### src/rtl/output_blinker.sv
// ---------------------------------------------------------------------------
// output_blinker
//
// Purpose:
//   Converts one-tick event requests into human-visible pulses on an LED or
//   buzzer pin. Each blink is high for ON_TICKS cycles and then low for at
//   least OFF_TICKS cycles. Requests that arrive while a blink is running are
//   counted in a saturating pending counter and played back-to-back. The
//   `hold` input forces the pin active without affecting the sequencer.
//
// Ports:
//   clk      input            system clock
//   rst_n    input            synchronous active-low reset
//   trig     input            one-tick blink request (level = one per cycle)
//   hold     input            level, forces `out` high while asserted
//   out      output           registered pin drive, active high
//   busy     output           high whenever the sequencer is not idle
//   pending  output [PEND_W]  queued requests not yet started
//   done     output           one-tick pulse after the final off-phase
// ---------------------------------------------------------------------------
module output_blinker #(
    parameter int unsigned ON_TICKS  = 4000000,
    parameter int unsigned OFF_TICKS = 4000000,
    parameter int unsigned PEND_W    = 4
) (
    input  logic              clk,
    input  logic              rst_n,
    input  logic              trig,
    input  logic              hold,
    output logic              out,
    output logic              busy,
    output logic [PEND_W-1:0] pending,
    output logic              done
);

    localparam int unsigned MAX_TICKS = (ON_TICKS > OFF_TICKS) ? ON_TICKS : OFF_TICKS;
    // A one-cycle blink still needs a 1-bit timer to keep the vector legal.
    localparam int unsigned TW = (MAX_TICKS > 1) ? $clog2(MAX_TICKS) : 1;

    localparam logic [TW-1:0]     ON_LOAD   = TW'(ON_TICKS - 1);
    localparam logic [TW-1:0]     OFF_LOAD  = TW'(OFF_TICKS - 1);
    localparam logic [TW-1:0]     TIMER_ONE = TW'(1);
    localparam logic [TW-1:0]     TIMER_ZERO = '0;
    localparam logic [PEND_W-1:0] PEND_MAX  = '1;
    localparam logic [PEND_W-1:0] PEND_ONE  = PEND_W'(1);
    localparam logic [PEND_W-1:0] PEND_ZERO = '0;

    typedef enum logic [1:0] {
        ST_IDLE = 2'd0,
        ST_ON   = 2'd1,
        ST_OFF  = 2'd2
    } state_t;

    state_t            state_q, state_d;
    logic [TW-1:0]     timer_q, timer_d;
    logic [PEND_W-1:0] pend_q, pend_d;
    logic              out_q, out_d;
    logic              done_q, done_d;
    logic              inc, dec, startFromOff;

    // Next-state, timer and pending-counter logic. A trig that restarts the
    // sequencer from the last OFF cycle with nothing queued is consumed
    // directly instead of being counted as pending.
    always_comb begin
        state_d      = state_q;
        timer_d      = timer_q;
        pend_d       = pend_q;
        done_d       = 1'b0;
        dec          = 1'b0;
        startFromOff = 1'b0;

        case (state_q)
            ST_IDLE: begin
                if (trig) begin
                    state_d = ST_ON;
                    timer_d = ON_LOAD;
                end
            end
            ST_ON: begin
                if (timer_q == TIMER_ZERO) begin
                    state_d = ST_OFF;
                    timer_d = OFF_LOAD;
                end else begin
                    timer_d = timer_q - TIMER_ONE;
                end
            end
            ST_OFF: begin
                if (timer_q == TIMER_ZERO) begin
                    if (pend_q != PEND_ZERO) begin
                        state_d = ST_ON;
                        timer_d = ON_LOAD;
                        dec     = 1'b1;
                    end else if (trig) begin
                        state_d      = ST_ON;
                        timer_d      = ON_LOAD;
                        startFromOff = 1'b1;
                    end else begin
                        state_d = ST_IDLE;
                        done_d  = 1'b1;
                    end
                end else begin
                    timer_d = timer_q - TIMER_ONE;
                end
            end
            default: begin
                state_d = ST_IDLE;
                timer_d = TIMER_ZERO;
            end
        endcase

        inc = trig && (state_q != ST_IDLE) && !startFromOff;

        // Simultaneous inc and dec cancel, even at saturation.
        if (inc && !dec) begin
            if (pend_q != PEND_MAX) begin
                pend_d = pend_q + PEND_ONE;
            end
        end else if (dec && !inc) begin
            pend_d = pend_q - PEND_ONE;
        end

        out_d = (state_d == ST_ON) || hold;
    end

    // State register; reset aborts any blink in progress without a done pulse.
    always_ff @(posedge clk) begin
        if (!rst_n) begin
            state_q <= ST_IDLE;
            timer_q <= TIMER_ZERO;
            pend_q  <= PEND_ZERO;
            out_q   <= 1'b0;
            done_q  <= 1'b0;
        end else begin
            state_q <= state_d;
            timer_q <= timer_d;
            pend_q  <= pend_d;
            out_q   <= out_d;
            done_q  <= done_d;
        end
    end

    assign out     = out_q;
    assign busy    = (state_q != ST_IDLE);
    assign pending = pend_q;
    assign done    = done_q;

endmodule
### config.mk
export PLATFORM = sky130hd
export DESIGN_NAME = output_blinker
export DESIGN_NICKNAME = d
export VERILOG_FILES = /design/src/rtl/output_blinker.sv
export SDC_FILE = /design/constraint.sdc
export NUM_CORES = 1
export LEC_CHECK = 0
export ABC_AREA = 0
export BUFFER_PORTS_ARGS = -buffer_cell sky130_fd_sc_hd__buf_2
export CORE_AREA = 2 2 64 66
export CTS_BUF_LIST = sky130_fd_sc_hd__clkbuf_8
export DETAILED_ROUTE_END_ITERATION = 12
export DIE_AREA = 0 0 66 68
export GPL_TIMING_DRIVEN = 1
export PLACE_DENSITY = 0.68
export SETUP_SLACK_MARGIN = 0.05
export SYNTH_ARGS = -nofsm -noshare
export SYNTH_HDL_FRONTEND = slang
export SYNTH_SLANG_ARGS = --single-unit
### constraint.sdc
create_clock -name clk -period 2.6 [get_ports clk]
set_clock_uncertainty 0.15 [all_clocks]
set_input_delay 0.52 -clock clk [delete_from_list [all_inputs] [get_ports clk]]
set_output_delay 0.52 -clock clk [all_outputs]
set_load 0.01 [all_outputs]
[Yosys cells after proc, flatten, opt, wreduce, memory -nomap -nowiden]
Cells that the tools add are included.
Word-level totals
  register bits: 30
  word-level logic and storage cells: 53
  output and inout port bits: 7
  input bits: 4
Operators by class
  bitwise operators: 3
  equal/unequal tests: 5
  add/sub/neg operators: 3
  reduce and logical (&&, ||, !) cells: 15
  muxes and demuxes: 22
Operator list (number)
  22-bit two-way mux: 4
  22-bit one-hot mux with 3 select lines: 1
  22-bit zero test: 1
  22-bit by 1-bit subtractor with 22-bit output, second input constant: 1
  4-bit two-way mux: 3
  1-bit two-way mux: 10
  2-bit two-way mux: 3
  2-bit one-hot mux with 3 select lines: 1
  4-bit by 1-bit adder with 4-bit output, second input constant: 1
  2-bit by 1-bit == test with 1-bit output, second input constant: 2
  1-bit logical AND: 4
  4-bit inequality test, second input constant: 1
  2-bit nonzero test: 2
  4-bit nonzero test: 1
  4-bit OR reduction: 1
  4-bit by 1-bit subtractor with 4-bit output, second input constant: 1
  1-bit zero test: 3
  1-bit NOT: 3
  2-bit == test, second input constant: 1
  2-bit zero test: 1
  2-bit by 1-bit inequality test with 1-bit output, second input constant: 1
  2-bit AND reduction: 1
  1-bit logical OR: 1

[Depth between registers and ports, before layout]
  depth in word-level cells: 10
  gate-level depth with buffers: 14
  depth with buffers taken out: 13

[Worst setup path after synthesis]
Ideal clock, no wire load.
  kind: reg-to-reg
  from: register timer_q[0]
  to: register pend_q[3], in the netlist pending[3]
  data required time: 2.332 ns
  arrival time: 2.414 ns
  buffers on the path: 1
  cell stages (with the launch flop): 15
  setup time: 0.118 ns
  period minus slack after synthesis: 2.683 ns
  slack: -0.083 ns
  cells stage by stage: dfxtp_1 -> clkbuf_1 -> inv_1 -> ha_1 -> nor2b_1 -> nand4_2 -> nor2_1 -> nor2_1 -> o21ai_0 -> ha_1 -> a21o_1 -> a21oi_1 -> nand3_1 -> o31a_1 -> mux2i_1
Between the ends
  word-level cells in the longest chain between the ends: 9
  elaborated cells on any way between the ends: 15
  classes of those cells: 1 x eq/ne; 5 x mux; 9 x reduce/logical
RTL lines
  from (decl): line 55  | logic [TW-1:0] timer_q, timer_d;
  from (signal assigned): line 135  | timer_q <= timer_d;
  22-bit zero test *: line 88  | if (timer_q == TIMER_ZERO) begin
  1-bit two-way mux: line 88
  1-bit two-way mux: line 72  | case (state_q)
  1-bit zero test: line 111  | inc = trig && (state_q != ST_IDLE) && !startFromOff;
  1-bit logical AND: line 111
  1-bit zero test: line 118  | end else if (dec && !inc) begin
  1-bit logical AND: line 118
  2-bit nonzero test (no line)
  2-bit AND reduction (no line)
  to (signal assigned): line 136  | pend_q <= pend_d;
  to (decl): line 56  | logic [PEND_W-1:0] pend_q, pend_d;
Every way passes the cells marked *; elsewhere a longest branch is shown, timed or not.
A chain may end at the register's enable or synchronous reset.

[Final worst setup path]
  from: register timer_q[5]
  to: register pend_q[3], in the netlist pending[3]
Same word-level chain as after synthesis.

==> metrics.yaml <==
status: "finished, final reports clean"
numCtsBuffers: 5
tightestPinTransition_ns: 0.628
fin_total_pwr_mw: 1.42
fin_tns_setup_ns: 0
postSynthCellCount: 232
placeableCoreArea_um2: 3860
start_util: 0.470
ys_ff_latch: 30
initialDrtViolationCount: 80
syn_to_final_growth_pct: 20.2
drc: 0
grt_pass1_vias: 1623
cp.arrival_ns: 2.46
cp.required_ns: 2.63
hp-start: "hold"
core.rowCount: 23
yosysSeqAreaShare: 0.332
routed_wl_um: 4200
wire_per_inst_um: 13.6
ir_worst_vdd_uv: 528
syn_area_um2: 1810
fin_ws_ns: 0.173
crit_path_start: "timer_q[5]"
yosys.area.top_type: "dfxtp_1"
ant_nets: 0
io_pins: 11
synth_edf_count: 0
fin_util: 0.564
synth_fa_ha_area_frac: 0.0387
hold_viol_final: 0
yosys.area_share.simple: 0.279
fmax_mhz: 412
dieHeight_um: 68
critPathCaptureType: "flip-flop"
timing.hold.ws_ns: 0.276
slew_violations: 0
cts_tree: "done"
design_area_um2: 2180
final_cells: 309
vias_per_cell: 5.61
synthTopCellsByArea: "dfxtp_1 (33%), o21ai_0 (9.4%), nor2_1 (5.6%)"
r2r-start: "timer_q[5]"
grt_usage: 0.215
io_buffers: 10
synth_top_family_by_area: "simple AND/OR/NAND/NOR gates"
ctsHoldBuffers: 0
clk_pin_slew_ns: 0.06
synthDominantCellAreaShare: 0.332
hpwl_um: 3040
ys_warn_count: 0
dpl_cell_area_um2: 2010
pre_cts_ws_ns: 0.0937
syn-num-nets: 241
drive_gt1_frac: 0.201
insertion_delay_ns: 0.29
die-width_um: 66
maxCapViolCount: 0
grt_max_degree: 16
finalCritPeriodShare: 0.933
antenna_found_initial: 0
async_flop_share: 0
clock-sinks: 30
p_leak_nw: 0.885
min_path_type: "in -> reg"
synthFlopType: "dfxtp_1"
overflow: 0
synth_compound_area_frac: 0.234
gp_congestion: 0.791
clockBufferDepth: 2
cts_root_buf: "clkbuf_8"
period_needed_ns: 2.43
dp.cells: 299
htree_levels: 2
die-area_um2: 4490
n_antenna_cell: 0
cp_max_fo: 4
synth_area_per_cell_um2: 7.80
slew_headroom: 0.578
rsz0062_at_grt: "no"
p_per_area_nw_per_um2: 655
critPathKind: "reg -> reg"
yosys.area_share.xor_xnor: 0.0484
nets: 267
ys_types: 50
muxShareOfSynthArea: 0.0276
setup_viol_count_final: 0
startpoint_type: "flip-flop"
dr.pass1.iters: 4
num_vias: 1733
grt_pass1_wl_um: 7290
==> kinds of logic after synthesis <==
group / count (synthesis)
XOR/XNOR: 10
buffers and inverters: 17
adder cells (fa/ha/maj): 5
multiplexers: 5
flip-flops: 30
AND/OR/NAND/NOR: 94
AO/OA/AOI/OAI: 71
==> cells in the mapped netlist, types with 2 or more instances <==
master and count:
o21ai_0 34, dfxtp_1 30, nor2_1 27, nand2_1 23, a21oi_1 14, clkbuf_1 8, nor3_1 8, nand3_1 7
inv_1 6, nor4_1 6, mux2i_1 5, o31ai_1 5, xnor2_1 5, xor2_1 5, ha_1 4, a21o_1 3
and2_1 3, nand4_1 3, a221oi_1 2, nand2b_1 2, nor2b_1 2, nor4_4 2
==> metal layers <==
metal / global-route usage / wire length, µm / vias to the layer above
li1: - / - / 894
met1: 0.255 / 1940 / 807
met2: 0.367 / 2040 / 25
met3: 0.0576 / 141 / 7
met4: 0.0918 / 77 / 0
met5: 0 / 0 / -
==> what timing repair did <==
| item | in CTS | in global routing |
|---|---|---|
| endpoints found under the setup margin | 0 | 1 |
| buffers inserted | 0 | 2 |
| resized for setup | 0 | 9 |
==> where the power goes <==
group / leakage, nW / switching, mW / internal (mW)
registers: 0.247 / 0.0539 / 0.506
clock network: 0.0575 / 0.178 / 0.267
logic: 0.581 / 0.224 / 0.196
total: 0.885 / 0.456 / 0.969
==> critical path: stages (launching register included) <==
cell	delay (ns)
dfxtp_4	0.36
nor4_4	0.36
nand4_2	0.18
nor2_4	0.16
nor2_2	0.06
o21ai_2	0.16
ha_1	0.25
a21o_1	0.19
a21oi_2	0.14
nand3_1	0.09
o31a_1	0.11
mux2i_1	0.11
==> flip-flops by register name, summed over array words and instances, names as in the netlist <==
name     count
done         1
pending      4
state_q      2
out          1
timer_q     22
==> path summary, 6_finish.rpt <==
path                              endpoint  slack, ns  cells after the start
worst max-delay path            pending[3]       0.17                     11
worst min-delay path                   out       0.28                      2
worst max register to register  pending[3]       0.17                     11
worst min register to register  pending[3]       0.36                      2
==> cell usage in the layout, fill, tap and decap left out, drive strengths merged, types with 4 or more instances in the layout <==
| cell | synthesis | final |
|---|---|---|
| nand2 | 23 | 23 |
| xnor2 | 5 | 5 |
| clkbuf | 8 | 8 |
| dfxtp | 30 | 30 |
| inv | 6 | 6 |
| nand4 | 4 | 4 |
| mux2i | 5 | 5 |
| nor2 | 27 | 27 |
| nand3 | 7 | 7 |
| o31ai | 5 | 5 |
| a21oi | 14 | 14 |
| o21ai | 35 | 35 |
| ha | 4 | 4 |
| nor4 | 9 | 9 |
| nor3 | 8 | 8 |
| buf | 3 | 30 |
| xor2 | 5 | 5 |
==> cell type report <==
| type | count | area (µm²) |
|---|---|---|
| fillers | 365 | 1680 |
| clock buffers | 8 | 110 |
| multi-input cells | 185 | 1180 |
| well taps | 50 | 62.6 |
| flip-flops and latches | 30 | 604 |
| inverters | 6 | 22.5 |
| repair buffers | 30 | 200 |
(Power assumes the default switching activity.)
